[config.mk]
export PLATFORM = sky130hd
export DESIGN_NAME = ps2_key_decoder
export DESIGN_NICKNAME = d
export VERILOG_FILES = /design/src/rtl/ps2_key_decoder.sv
export SDC_FILE = /design/constraint.sdc
export NUM_CORES = 1
export LEC_CHECK = 0
export BUFFER_PORTS_ARGS = -buffer_cell sky130_fd_sc_hd__buf_2
export CORE_ASPECT_RATIO = 0.8
export CORE_MARGIN = 2
export CORE_UTILIZATION = 46
export CTS_CLUSTER_DIAMETER = 60
export DETAILED_ROUTE_END_ITERATION = 8
export HOLD_SLACK_MARGIN = 0.15
export SKIP_CTS_REPAIR_TIMING = 1
export SYNTH_ARGS = -nofsm -noshare
export SYNTH_HDL_FRONTEND = slang
export SYNTH_SLANG_ARGS = --single-unit
[constraint.sdc]
create_clock -name clk -period 3.7 [get_ports clk]
set_clock_uncertainty 0.2 [all_clocks]
set_input_delay 0.74 -clock clk [delete_from_list [all_inputs] [get_ports clk]]
set_output_delay 0.74 -clock clk [all_outputs]
set_load 0.01 [all_outputs]
[src/rtl/ps2_key_decoder.sv]
// PS/2 keyboard front end: synchronizes the raw bus, deframes 11-bit frames
// and tracks the held key through make / break (F0) / extended (E0) codes.
module ps2_key_decoder #(
   parameter int SYNC_STAGES = 3,
   parameter int TIMEOUT     = 50000,
   parameter int CNT_W       = 8
) (
   input  logic             clk,
   input  logic             rst,
   input  logic             ps2_clk,
   input  logic             ps2_data,
   output logic [7:0]       scan_code,
   output logic             key_down,
   output logic [CNT_W-1:0] press_count,
   output logic             code_valid,
   output logic             frame_err
);

   localparam int TO_W = $clog2(TIMEOUT + 1);

   typedef enum logic [1:0] {
      RX_IDLE,
      RX_DATA,
      RX_PARITY,
      RX_STOP
   } rx_state_t;

   logic [SYNC_STAGES-1:0] clk_sync_q;
   logic [SYNC_STAGES-1:0] data_sync_q;
   logic                   fall_edge;
   logic                   bit_in;

   // Preset to 1 so the idle bus is what the edge detector sees out of reset.
   always_ff @(posedge clk or posedge rst) begin
      if (rst) begin
         clk_sync_q  <= '1;
         data_sync_q <= '1;
      end else begin
         clk_sync_q  <= {clk_sync_q[SYNC_STAGES-2:0], ps2_clk};
         data_sync_q <= {data_sync_q[SYNC_STAGES-2:0], ps2_data};
      end
   end

   assign fall_edge = clk_sync_q[SYNC_STAGES-1] & ~clk_sync_q[SYNC_STAGES-2];
   assign bit_in    = data_sync_q[SYNC_STAGES-1];

   rx_state_t        rx_state_q;
   logic [2:0]       bit_cnt_q;
   logic [7:0]       shift_q;
   logic             parity_q;
   logic [TO_W-1:0]  to_cnt_q;
   logic             byte_ready_q;
   logic             frame_err_q;

   always_ff @(posedge clk or posedge rst) begin
      if (rst) begin
         rx_state_q   <= RX_IDLE;
         bit_cnt_q    <= '0;
         shift_q      <= '0;
         parity_q     <= 1'b0;
         to_cnt_q     <= '0;
         byte_ready_q <= 1'b0;
         frame_err_q  <= 1'b0;
      end else begin
         byte_ready_q <= 1'b0;
         frame_err_q  <= 1'b0;
         if (rx_state_q != RX_IDLE && !fall_edge && to_cnt_q == '0) begin
            rx_state_q  <= RX_IDLE;
            frame_err_q <= 1'b1;
         end else begin
            // Down-counter reloads on every edge; it only runs mid-frame.
            if (fall_edge) begin
               to_cnt_q <= TO_W'(TIMEOUT - 1);
            end else if (rx_state_q != RX_IDLE) begin
               to_cnt_q <= to_cnt_q - TO_W'(1);
            end
            case (rx_state_q)
               RX_IDLE: begin
                  if (fall_edge && !bit_in) begin
                     rx_state_q <= RX_DATA;
                     bit_cnt_q  <= '0;
                  end
               end
               RX_DATA: begin
                  if (fall_edge) begin
                     shift_q   <= {bit_in, shift_q[7:1]};
                     bit_cnt_q <= bit_cnt_q + 3'd1;
                     if (bit_cnt_q == 3'd7) rx_state_q <= RX_PARITY;
                  end
               end
               RX_PARITY: begin
                  if (fall_edge) begin
                     parity_q   <= bit_in;
                     rx_state_q <= RX_STOP;
                  end
               end
               RX_STOP: begin
                  if (fall_edge) begin
                     rx_state_q <= RX_IDLE;
                     if (bit_in && (^{shift_q, parity_q})) byte_ready_q <= 1'b1;
                     else                                  frame_err_q  <= 1'b1;
                  end
               end
               default: rx_state_q <= RX_IDLE;
            endcase
         end
      end
   end

   logic [7:0]       scan_code_q,   scan_code_d;
   logic             key_down_q,    key_down_d;
   logic [CNT_W-1:0] press_count_q, press_count_d;
   logic             break_pend_q,  break_pend_d;
   logic             code_valid_q,  code_valid_d;

   // shift_q holds the finished byte while byte_ready_q is high.
   always_comb begin
      scan_code_d   = scan_code_q;
      key_down_d    = key_down_q;
      press_count_d = press_count_q;
      break_pend_d  = break_pend_q;
      code_valid_d  = 1'b0;
      if (byte_ready_q) begin
         if (shift_q == 8'hE0) begin
            break_pend_d = break_pend_q;
         end else if (shift_q == 8'hF0) begin
            break_pend_d = 1'b1;
         end else if (break_pend_q) begin
            break_pend_d = 1'b0;
            if (shift_q == scan_code_q) key_down_d = 1'b0;
         end else if (!key_down_q || shift_q != scan_code_q) begin
            scan_code_d   = shift_q;
            key_down_d    = 1'b1;
            press_count_d = press_count_q + CNT_W'(1);
            code_valid_d  = 1'b1;
         end
      end
   end

   always_ff @(posedge clk or posedge rst) begin
      if (rst) begin
         scan_code_q   <= '0;
         key_down_q    <= 1'b0;
         press_count_q <= '0;
         break_pend_q  <= 1'b0;
         code_valid_q  <= 1'b0;
      end else begin
         scan_code_q   <= scan_code_d;
         key_down_q    <= key_down_d;
         press_count_q <= press_count_d;
         break_pend_q  <= break_pend_d;
         code_valid_q  <= code_valid_d;
      end
   end

   assign scan_code   = scan_code_q;
   assign key_down    = key_down_q;
   assign press_count = press_count_q;
   assign code_valid  = code_valid_q;
   assign frame_err   = frame_err_q;

endmodule

==> impl_metrics.toml <==
[drt]
vias = 1824
wl_mm = 4.82
detail-route-antenna-nets = 0
avgViaCountPerCell = 5.18
wl_per_cell_um = 13.7
drc = 0
drtPass1Iterations = 4
initialDrtViolationCount = 91

[worst_setup_path]
r2r_cells = 5
r2r_start = "to_cnt_q[11]"
crit_fanout = 16
cp-start-kind = "flip-flop"
r2r_end = "rx_state_q[1]"
r2r_slack_ps = 1140
worstPathArrival_ps = 2550
critical_path_class = "reg2reg"
required_ps = 3680
cp-end-kind = "flip-flop"

[floorplan]
start_util_pct = 47.3
row_count = 25
die_w_um = 90.7
fp.dieH_um = 73.4
fp.dieArea_um2 = 6660
core_um2 = 5850
ioPinCount = 23

[clocking]
clockBufferDepth = 2
root_buffer = "clkbuf_8"
cts_buffers = 9
htree_levels = 3
cts_sinks = 57
cts_tree = "yes"
clkTransAtPathRegs_ps = 60
clk-insertion-delay-late_ps = 340

[timing]
rsz0062_at_grt = "false"
setup_viol = 0
fin_hold_ws_ps = 152
period_needed_ps = 2560
slew_headroom_pct = 38.3
final_hold_viol_count = 0
fin_crit_sh_pct = 69.3
fmax_ghz = 0.390
finalSetupTns_ps = 0
finalMaxSlewViolations = 0
tightest_slew_ps = 923

[logic_synthesis]
ys_types = 50
synth_mux_area_share_pct = 7.69
synth_area_um2 = 2770
avgSynthCellArea_um2 = 11.7
synth_edf_count = 0
synth_top_family_by_area = "simple AND/OR/NAND/NOR gates"
syn-num-nets = 249
ys_top_cells_by_area = "dfrtp_1 46%, mux2_2 7.3%, dfstp_2 5.7%"
yosysWarnings = 0
syn_inst = 236
synth_compound_area_share_pct = 10.5
synth.top_cell.area_share_pct = 46.1
synth-xor-area-share_pct = 8.41
ys_seq_area_share_pct = 51.8
synthFlopType = "dfrtp_1"
ys_ff_latch = 57
synthSimpleGateAreaFrac_pct = 15.2
async_reset_ff_share_pct = 100
yosys.area.top_type = "dfrtp_1"
yosys.area_share.adder_pct = 4.07

[min_path]
min-delay-start = "data_sync_q[1]"
hp-class = "reg2reg"
hold-path-endpoint = "data_sync_q[2]"
hold_depth = 0

[power]
seqPwrFrac_pct = 43.3
combPwrFrac_pct = 31.6
p_leak_nw = 1.47
peakVddDrop_v = 0.000365
pwr-share-clk_pct = 25.2
swShare_pct = 33.6
internal_power_mw = 1.36
p_per_area_nw_per_um2 = 651
switching_power_mw = 0.689

[place]
placed_cell_area_um2 = 2970
dp_cells = 336
post-dp-hpwl_mm = 3.31
gp_congestion = 0.779
portBuffers = 22

[grt]
grt_pass1_wl_mm = 8.26
antenna_found_initial = 0
overflow = 0
grt_max_degree = 33
grt_util_all_layers_pct = 16.4
grt_pass1_vias = 1718

[final_layout]
finalInstanceArea_um2 = 3150
nets = 279
n_antenna_cell = 0
area_growth_pct = 13.7
finalNonFillerCells = 352
drive_above_1_share_pct = 29.5

[run]
drv_cap = 0

[run_status]
status = "completed"
## worst max-delay path, cell delays in order (launching register included)
cell and delay [ps]:
dfrtp_1 400, or4_4 570, or3_4 390, nor3b_4 550, o21a_1 240, o22ai_1 70
## through the flow
step	power [mW]	utilization, %	setup slack [ps]
CTS	2.08	53.8	1130
floorplan	1.39	-	1370
global route	2.20	53.8	993
finish	2.05	53.8	1140
global placement	1.53	50.8	1190
detailed placement	1.54	50.8	1130
## synth_stat cells, types with 2 or more instances
library cell	n
dfrtp_1	51
mux2_2	18
nand2_1	16
xor2_1	13
xnor2_1	11
ha_1	9
o21ai_0	9
nand3_1	8
nor2_1	8
or3_1	8
inv_1	7
dfstp_2	6
o211ai_1	6
a21oi_1	5
nand4_1	5
o31ai_1	5
clkbuf_1	4
nand2b_1	4
nor4_1	4
or4_1	4
or2_2	3
and3_1	2
o21a_1	2
or4_4	2
## kinds of logic (layout without fill, tap and decap cells)
group	after synthesis	after routing
and+or+nand+nor	72	72
DFF	57	57
AOI/OAI and AO/OA	40	40
xor gates and xnor gates	25	25
muxes	19	19
buffers and inverters	14	49
adders and majority gates	9	9
## area by class of cell
class	instances	area, um^2
fill	543	2700
inverter	7	26.3
multi-input combinational	165	1270
tap	81	101
clock buffer	14	163
timing repair buffer	26	140
clock inverter	2	12.5
sequential	57	1430
## layer usage
layer  vias to the layer above  share of wire [%]  GRT usage (%)  wire, um
met5                         -                  0              0         0
met1                       876                 54           23.3      2600
met3                         7                3.9           5.85       186
met2                        29                 41           21.9      1960
li1                        912                  -              -         -
met4                         0                1.4           8.21        68
## worst max-delay path by stage
stage,startpoint,end
2_1_floorplan,rst,bit_cnt_q[0]
3_3_place_gp,to_cnt_q[11],rx_state_q[1]
3_5_place_dp,to_cnt_q[11],rx_state_q[1]
4_1_cts,to_cnt_q[11],rx_state_q[1]
5_1_grt,to_cnt_q[11],rx_state_q[1]
6_report,to_cnt_q[11],rx_state_q[1]
## flip-flops by register name, summed over array words and instances (netlist names)
name          cells
break_pend_q      1
bit_cnt_q         3
shift_q           8
byte_ready_q      1
to_cnt_q         16
frame_err         1
code_valid        1
clk_sync_q        3
data_sync_q       3
rx_state_q        2
key_down          1
press_count       8
scan_code         8
parity_q          1
## cells in the final DEF, fill, tap and decap left out, drive strengths merged, types with 6 or more instances in the layout
master and n:
o21ai 10, clkbuf 14, mux2 18, dfrtp 51
inv 7, o211ai 7, dfstp 6, or4 7
ha 9, nand3 8, nand2 16, xor2 13
buf 26, nor2 9, xnor2 11, or3 10
## power groups by stage
stage	Clock (mW)	Combinational (mW)	Sequential (mW)
floorplan	0	0.516	0.879
global placement	0	0.641	0.893
detailed placement	0	0.650	0.894
CTS	0.538	0.653	0.886
global route	0.562	0.723	0.910
finish	0.515	0.647	0.886
(Power assumes the default switching activity.)
